## src/rtl/z80_pkg.sv

```systemverilog
// Shared types and constants for the Z80 instruction fetch sequencer.
// Covers prefix groups, fetch FSM states, prefix byte values and the prefix-chain update rule.
package z80_pkg;

    typedef enum logic [2:0] {
        PFX_NONE = 3'd0,
        PFX_CB   = 3'd1,
        PFX_ED   = 3'd2,
        PFX_DD   = 3'd3,
        PFX_FD   = 3'd4,
        PFX_DDCB = 3'd5,
        PFX_FDCB = 3'd6
    } prefix_t;

    typedef enum logic [2:0] {
        S_IDLE = 3'd0,
        S_OCF  = 3'd1,
        S_DISP = 3'd2,
        S_XOP  = 3'd3,
        S_HOLD = 3'd4
    } fetch_state_t;

    localparam logic [7:0] OP_CB = 8'hCB;
    localparam logic [7:0] OP_ED = 8'hED;
    localparam logic [7:0] OP_DD = 8'hDD;
    localparam logic [7:0] OP_FD = 8'hFD;

    // Width of the T-state counter; M-cycles up to 255 T-states long.
    localparam int T_W = 8;

    // Prefix group after byte b is fetched while group cur is pending.
    // Once CB or ED is pending, the next byte is the opcode and the group is frozen.
    function automatic prefix_t next_prefix(prefix_t cur, logic [7:0] b);
        prefix_t r;
        r = cur;
        if (cur != PFX_CB && cur != PFX_ED) begin
            case (b)
                OP_CB:   r = (cur == PFX_DD) ? PFX_DDCB :
                             (cur == PFX_FD) ? PFX_FDCB : PFX_CB;
                OP_ED:   r = PFX_ED;
                OP_DD:   r = PFX_DD;
                OP_FD:   r = PFX_FD;
                default: r = cur;
            endcase
        end
        return r;
    endfunction

endpackage

```

## src/rtl/z80_mcycle_timer.sv

```systemverilog
// T-state counter for one Z80 M-cycle: T1 start, T2 stretched by WAIT_L, done at T-state N.
// With Z80_REFRESH_EN defined it also flags the T3..N tail used for refresh.
module z80_mcycle_timer
    import z80_pkg::*;
(
    input  logic           clk,
    input  logic           rst_L,
    input  logic           start_i,
    input  logic [T_W-1:0] length_i,
    input  logic           wait_l_i,
    output logic           start_o,
    output logic           bus_o,
    output logic           capture_o,
    output logic           done_o
`ifdef Z80_REFRESH_EN
    ,
    output logic           tail_o
`endif
);

    localparam logic [T_W-1:0] T1 = T_W'(1);
    localparam logic [T_W-1:0] T2 = T_W'(2);

    logic           active_q;
    logic [T_W-1:0] t_q;
    logic [T_W-1:0] len_q;

    // A start request wins over an ending cycle so back-to-back M-cycles have no gap.
    always_ff @(posedge clk or negedge rst_L) begin
        if (!rst_L) begin
            active_q <= 1'b0;
            t_q      <= '0;
            len_q    <= '0;
        end else if (start_i) begin
            active_q <= 1'b1;
            t_q      <= T1;
            len_q    <= length_i;
        end else if (active_q) begin
            if (t_q == len_q) begin
                active_q <= 1'b0;
                t_q      <= '0;
            end else if (t_q != T2 || wait_l_i) begin
                t_q <= t_q + T1;
            end
        end
    end

    assign start_o   = active_q && (t_q == T1);
    assign bus_o     = active_q && (t_q <= T2);
    assign capture_o = active_q && (t_q == T2) && wait_l_i;
    assign done_o    = active_q && (t_q == len_q);
`ifdef Z80_REFRESH_EN
    assign tail_o    = active_q && (t_q > T2);
`endif

endmodule

```

## src/rtl/z80_fetch_sequencer.sv

```systemverilog
// Z80 instruction fetch front end: OCF/MRD sequencing through prefix chains, holding one instruction for execute.
// Optional macro Z80_REFRESH_EN adds the rfsh_bus strobe and the 7-bit r_reg refresh counter.
module z80_fetch_sequencer
    import z80_pkg::*;
#(
    parameter int OCF_T_STATES = 4,
    parameter int MRD_T_STATES = 3
) (
    input  logic         clk,
    input  logic         rst_L,
    input  logic         WAIT_L,
    input  logic         prev_done,
    input  logic [7:0]   opcode,
    output logic         OCF_start,
    output logic         OCF_done,
    output logic         OCF_bus,
    output logic         MRD_start,
    output logic         MRD_done,
    output logic         MRD_bus,
    output logic         inc_PC,
    output logic         instr_valid,
    output prefix_t      instr_prefix,
    output logic [7:0]   instr_opcode,
    output logic [7:0]   instr_disp,
    output fetch_state_t fsm_state_o
`ifdef Z80_REFRESH_EN
    ,
    output logic         rfsh_bus,
    output logic [6:0]   r_reg
`endif
);

    localparam logic [T_W-1:0] OCF_LEN = T_W'(OCF_T_STATES);
    localparam logic [T_W-1:0] MRD_LEN = T_W'(MRD_T_STATES);

    fetch_state_t   state_q, state_d;
    fetch_state_t   next_q, next_d;
    prefix_t        pfx_q, pfx_d;
    prefix_t        ipfx_q, ipfx_d;
    logic [7:0]     op_q, op_d;
    logic [7:0]     disp_q, disp_d;
    logic [7:0]     iop_q, iop_d;
    logic [7:0]     idisp_q, idisp_d;
    logic           tmr_start;
    logic [T_W-1:0] tmr_len;
    logic           t_start, t_bus, t_capture, t_done;
    logic           is_ocf, is_mrd;
    logic           grp_frozen, is_prefix_byte;

    assign is_ocf         = (state_q == S_OCF);
    assign is_mrd         = (state_q == S_DISP) || (state_q == S_XOP);
    assign grp_frozen     = (pfx_q == PFX_CB) || (pfx_q == PFX_ED);
    assign is_prefix_byte = (opcode == OP_CB) || (opcode == OP_ED) ||
                            (opcode == OP_DD) || (opcode == OP_FD);

    always_comb begin
        state_d   = state_q;
        next_d    = next_q;
        pfx_d     = pfx_q;
        op_d      = op_q;
        disp_d    = disp_q;
        ipfx_d    = ipfx_q;
        iop_d     = iop_q;
        idisp_d   = idisp_q;
        tmr_start = 1'b0;

        case (state_q)
            S_IDLE: begin
                state_d   = S_OCF;
                tmr_start = 1'b1;
                pfx_d     = PFX_NONE;
                disp_d    = '0;
            end
            S_OCF: begin
                // Decide the follow-up at capture; act on it when the cycle ends.
                if (t_capture) begin
                    pfx_d = next_prefix(pfx_q, opcode);
                    op_d  = opcode;
                    if (grp_frozen || !is_prefix_byte)
                        next_d = S_HOLD;
                    else if (opcode == OP_CB && (pfx_q == PFX_DD || pfx_q == PFX_FD))
                        next_d = S_DISP;
                    else
                        next_d = S_OCF;
                end
                if (t_done) begin
                    state_d   = next_q;
                    tmr_start = (next_q != S_HOLD);
                end
            end
            S_DISP: begin
                if (t_capture) disp_d = opcode;
                if (t_done) begin
                    state_d   = S_XOP;
                    tmr_start = 1'b1;
                end
            end
            S_XOP: begin
                if (t_capture) op_d = opcode;
                if (t_done) state_d = S_HOLD;
            end
            S_HOLD: begin
                if (prev_done) begin
                    state_d   = S_OCF;
                    tmr_start = 1'b1;
                    pfx_d     = PFX_NONE;
                    disp_d    = '0;
                end
            end
            default: state_d = S_IDLE;
        endcase

        // The presented instruction is loaded once on entry to S_HOLD and then left alone.
        if (state_d == S_HOLD && state_q != S_HOLD) begin
            ipfx_d  = pfx_q;
            iop_d   = op_q;
            idisp_d = disp_q;
        end
    end

    assign tmr_len = (state_d == S_OCF) ? OCF_LEN : MRD_LEN;

    always_ff @(posedge clk or negedge rst_L) begin
        if (!rst_L) begin
            state_q <= S_IDLE;
            next_q  <= S_IDLE;
            pfx_q   <= PFX_NONE;
            op_q    <= '0;
            disp_q  <= '0;
            ipfx_q  <= PFX_NONE;
            iop_q   <= '0;
            idisp_q <= '0;
        end else begin
            state_q <= state_d;
            next_q  <= next_d;
            pfx_q   <= pfx_d;
            op_q    <= op_d;
            disp_q  <= disp_d;
            ipfx_q  <= ipfx_d;
            iop_q   <= iop_d;
            idisp_q <= idisp_d;
        end
    end

`ifdef Z80_REFRESH_EN
    logic       t_tail;
    logic [6:0] r_q;

    always_ff @(posedge clk or negedge rst_L) begin
        if (!rst_L)
            r_q <= '0;
        else if (is_ocf && t_done)
            r_q <= r_q + 7'd1;
    end

    assign rfsh_bus = is_ocf && t_tail;
    assign r_reg    = r_q;
`endif

    z80_mcycle_timer u_timer (
        .clk       (clk),
        .rst_L     (rst_L),
        .start_i   (tmr_start),
        .length_i  (tmr_len),
        .wait_l_i  (WAIT_L),
        .start_o   (t_start),
        .bus_o     (t_bus),
        .capture_o (t_capture),
        .done_o    (t_done)
`ifdef Z80_REFRESH_EN
        ,
        .tail_o    (t_tail)
`endif
    );

    assign OCF_start    = is_ocf && t_start;
    assign OCF_done     = is_ocf && t_done;
    assign OCF_bus      = is_ocf && t_bus;
    assign MRD_start    = is_mrd && t_start;
    assign MRD_done     = is_mrd && t_done;
    assign MRD_bus      = is_mrd && t_bus;
    assign inc_PC       = (is_ocf || is_mrd) && t_capture;
    assign instr_valid  = (state_q == S_HOLD);
    assign instr_prefix = ipfx_q;
    assign instr_opcode = iop_q;
    assign instr_disp   = idisp_q;
    assign fsm_state_o  = state_q;

endmodule

```

## config.mk

```make
export PLATFORM = sky130hd
export DESIGN_NAME = z80_fetch_sequencer
export DESIGN_NICKNAME = d
export VERILOG_FILES = /design/src/rtl/z80_pkg.sv /design/src/rtl/z80_mcycle_timer.sv /design/src/rtl/z80_fetch_sequencer.sv
export SDC_FILE = /design/constraint.sdc
export NUM_CORES = 1
export LEC_CHECK = 0
export ABC_AREA = 1
export CAP_MARGIN = 15
export CORE_MARGIN = 4
export CORE_UTILIZATION = 49
export CTS_CLUSTER_DIAMETER = 120
export DETAILED_ROUTE_END_ITERATION = 16
export PLACE_DENSITY = 0.81
export SYNTH_ARGS = -nofsm -noshare
export SYNTH_HDL_FRONTEND = slang
export SYNTH_SLANG_ARGS = --single-unit
```

## constraint.sdc

```tcl
create_clock -name clk -period 1.6 [get_ports clk]
set_clock_uncertainty 0.05 [all_clocks]
set_input_delay 0.24 -clock clk [delete_from_list [all_inputs] [get_ports clk]]
set_output_delay 0.24 -clock clk [all_outputs]
set_load 0.03 [all_outputs]
```

==> results.txt <==
run status: finished with violations
failing checks: setup timing
Reg area: 1380 sq um
fraction of layout cells with a size suffix above 1: 0.4923
CP Capture Type: register
CTS Buf Count: 5
Syn Area/Cell: 8.228 sq um
Post-Place Worst Slack: -0.3889 ns
Rel. slew slack: 0.5473
CP Data Required Time: 1.75 ns
worst r2r path cells: 14
Crit-path slowest cell: nor4_1
DP HPWL: 5072 microns
Port Buf Inserts: 41
die width: 84.34 microns
largest cells by area after synthesis: dfrtp_1 48%, nand2_1 13%, nand3_1 7.0%
total grt overflow: 0
FMAX: 0.4314 GHz
Worst path most repeated cell: nand2_1
fin cells: 529
Finished Core Util: 0.8278
worst-path cell chain: clkdlybuf4s50_1 -> inv_1 -> buf_4 -> nand2_1 -> nor4_1 -> o21ai_1 -> nand2_1 -> nand2_4 -> nand2_2 -> o21ai_2
worst-margin pin slew: 0.6728 ns
residual DRC count: 0
drt wl/cell: 20.81 microns
RSZ-0062 raised after global routing: true
CP peak stage delay: 0.58 ns
router iterations before antenna repair: 5
post-route minimum period: 2.318 ns
share of the synthesized area in the top cell type: 0.4820
post-synth top area cell: dfrtp_1
IO Pins: 42
final hold vios: 0
Slew Limit Fails: 0
initial antenna violation count: 0
Filler cells: 291
Post-Syn Area: 2855 sq um
CTS sink count: 55
crit path kind: in -> reg
Vias per Instance: 6.000
Yosys warnings: 0
die area: 7112 sq um
Final nets: 472
FP Rows: 27
vias in the first global route: 2896
CTS tree: yes
clock buffer depth: 2
Starting Density: 0.5122
worst vdd ir: 0.001252 V
vias: 3174
commonest non-fill, non-tap cells in the layout: 52 x dfrtp_1, 46 x nand2_1, 44 x nand2_2, 44 x buf_4, 31 x nand3_1
Critical Path AT: 2.47 ns
sequential area share after synthesis: 0.4820
period utilisation layout: 1.449
count of cell types in the netlist: 34
GP Congestion: 0.8351
area grow syn2layout: 61.61%
final WL: 11010 microns
ANT cells: 0
Die Y: 84.34 microns
core box area: 5574 sq um
root buffer selected by CTS: clkbuf_8
Min-Delay Path Class: in -> async
placed insts: 501
Syn Inst Count: 347
Multi-input gate area: 1799 sq um
Leak Pwr: 2.259 nW
drt initial violations: 235
commonest non-fill, non-tap cell in the layout: dfrtp_1
net count after synthesis: 362
GRT Util Overall: 0.2420
Setup-failing EPs final: 62
DRT antenna net count: 0
first-pass GRT wire length: 13780 microns
hold slack: 0.3977 ns
pin count of the biggest net entering global routing: 56
cell area power density: 1661 nW/um^2
Worst Path Max Fanout: 6
CP Launch Type: input pin
Worst-Skew Late Latency: 0.32 ns
MaxCap Viol Count: 0
worst setup margin: -0.7181 ns
H-tree depth: 2
Seq cells post-synth: 55
CTS clock-pin slew for the worst setup and hold paths: 0.10 ns
==> cell families after synthesis <==
logic type	Yosys count	synth area share
compound gates	37	0.08107
flops	55	0.4820
simple gates	197	0.3326
xor+xnor	4	0.01227
buf+inv	51	0.07888
fa+ha+maj	3	0.01315
==> area by class of cell <==
cell class / instances / area share
Tap cell: 72 / 0.01952
Clock buffer: 5 / 0.01491
Multi-Input combinational cell: 244 / 0.3899
Inverter: 44 / 0.04393
Clock inverter: 2 / 0.008134
Timing Repair Buffer: 107 / 0.2245
Sequential cell: 55 / 0.2991
==> metrics by stage <==
step	power [mW]	instance area, sq um	TNS, ns
5_1_grt	7.949	4614	-28.86
3_3_place_gp	5.011	3785	-8.000
6_report	7.667	4614	-25.37
3_5_place_dp	5.102	3785	-10.57
2_1_floorplan	3.930	2972	-3.281
4_1_cts	6.733	4217	-16.01
==> layer usage <==
layer  vias to the layer above  share of wire  routed length, microns  global-route usage
li1                       1352              -                       -                   -
met1                      1513           0.34                    3728              0.2902
met2                       229           0.50                    5480              0.4211
met3                        80          0.089                     979             0.04514
met4                         0          0.075                     821              0.1108
met5                         -              0                       0                   0
==> path summary, 6_finish.rpt <==
check                      slack (ns)              end           start
setup reg to reg                -0.54  instr_prefix[1]  u_timer.t_q[2]
max in group asynchronous        0.83   fsm_state_o[2]           rst_L
hold reg to reg                  0.44    instr_disp[0]   instr_disp[0]
hold / removal                   0.40  instr_opcode[3]           rst_L
setup / recovery                -0.72         pfx_q[1]       opcode[2]
min in group clk                 0.44    instr_disp[0]   instr_disp[0]
==> sequential cells by signal, summed over array words and instances, names as in the netlist <==
signal            count
u_timer.active_q      1
next_q                3
disp_q                8
fsm_state_o           3
op_q                  8
u_timer.t_q           8
instr_opcode          8
u_timer.len_q         2
instr_prefix          3
pfx_q                 3
instr_disp            8
==> where the power goes <==
group,internal [mW],leakage (nW),switching (mW)
combinational,1.91,1.49,2.84
clock,0.459,0.0502,0.483
sequential,1.69,0.723,0.287
==> synth_stat cells <==
cell type	number
nand2_1	96
o211ai_2	1
nor2_1	22
o21bai_2	1
or2_2	1
nand2_4	2
buf_2	3
nor3_4	1
buf_6	4
nor2_2	8
o21ai_0	17
and2_1	1
nand3_1	40
a21oi_1	3
dfrtp_1	55
nand4_1	3
nor2_4	2
nor4_1	2
xor2_1	2
nor3_1	4
inv_2	8
o21ai_2	1
xnor2_1	2
ha_1	3
nand3_2	6
nand4_2	2
inv_1	36
o211ai_1	1
o21ai_1	8
o31ai_1	4
nor3b_1	1
nand2_2	5
o31ai_4	1
nand3b_1	1
==> worst max-delay path, delay by kind of cell <==
kind | cells | cell delay [ns]
and+or+nand+nor | 5 | 1.08
AOI/OAI and AO/OA | 2 | 0.44
buffers and inverters | 3 | 0.70
==> repair_timing <==
action,CTS,global route
gates cloned,3,1
resized for setup,81,90
endpoints found under the hold margin,55,0
setup buffers,8,8
pin swaps,18,35
endpoints found under the setup margin,81,63
hold buffers,1,0
(Power assumes the default switching activity.)
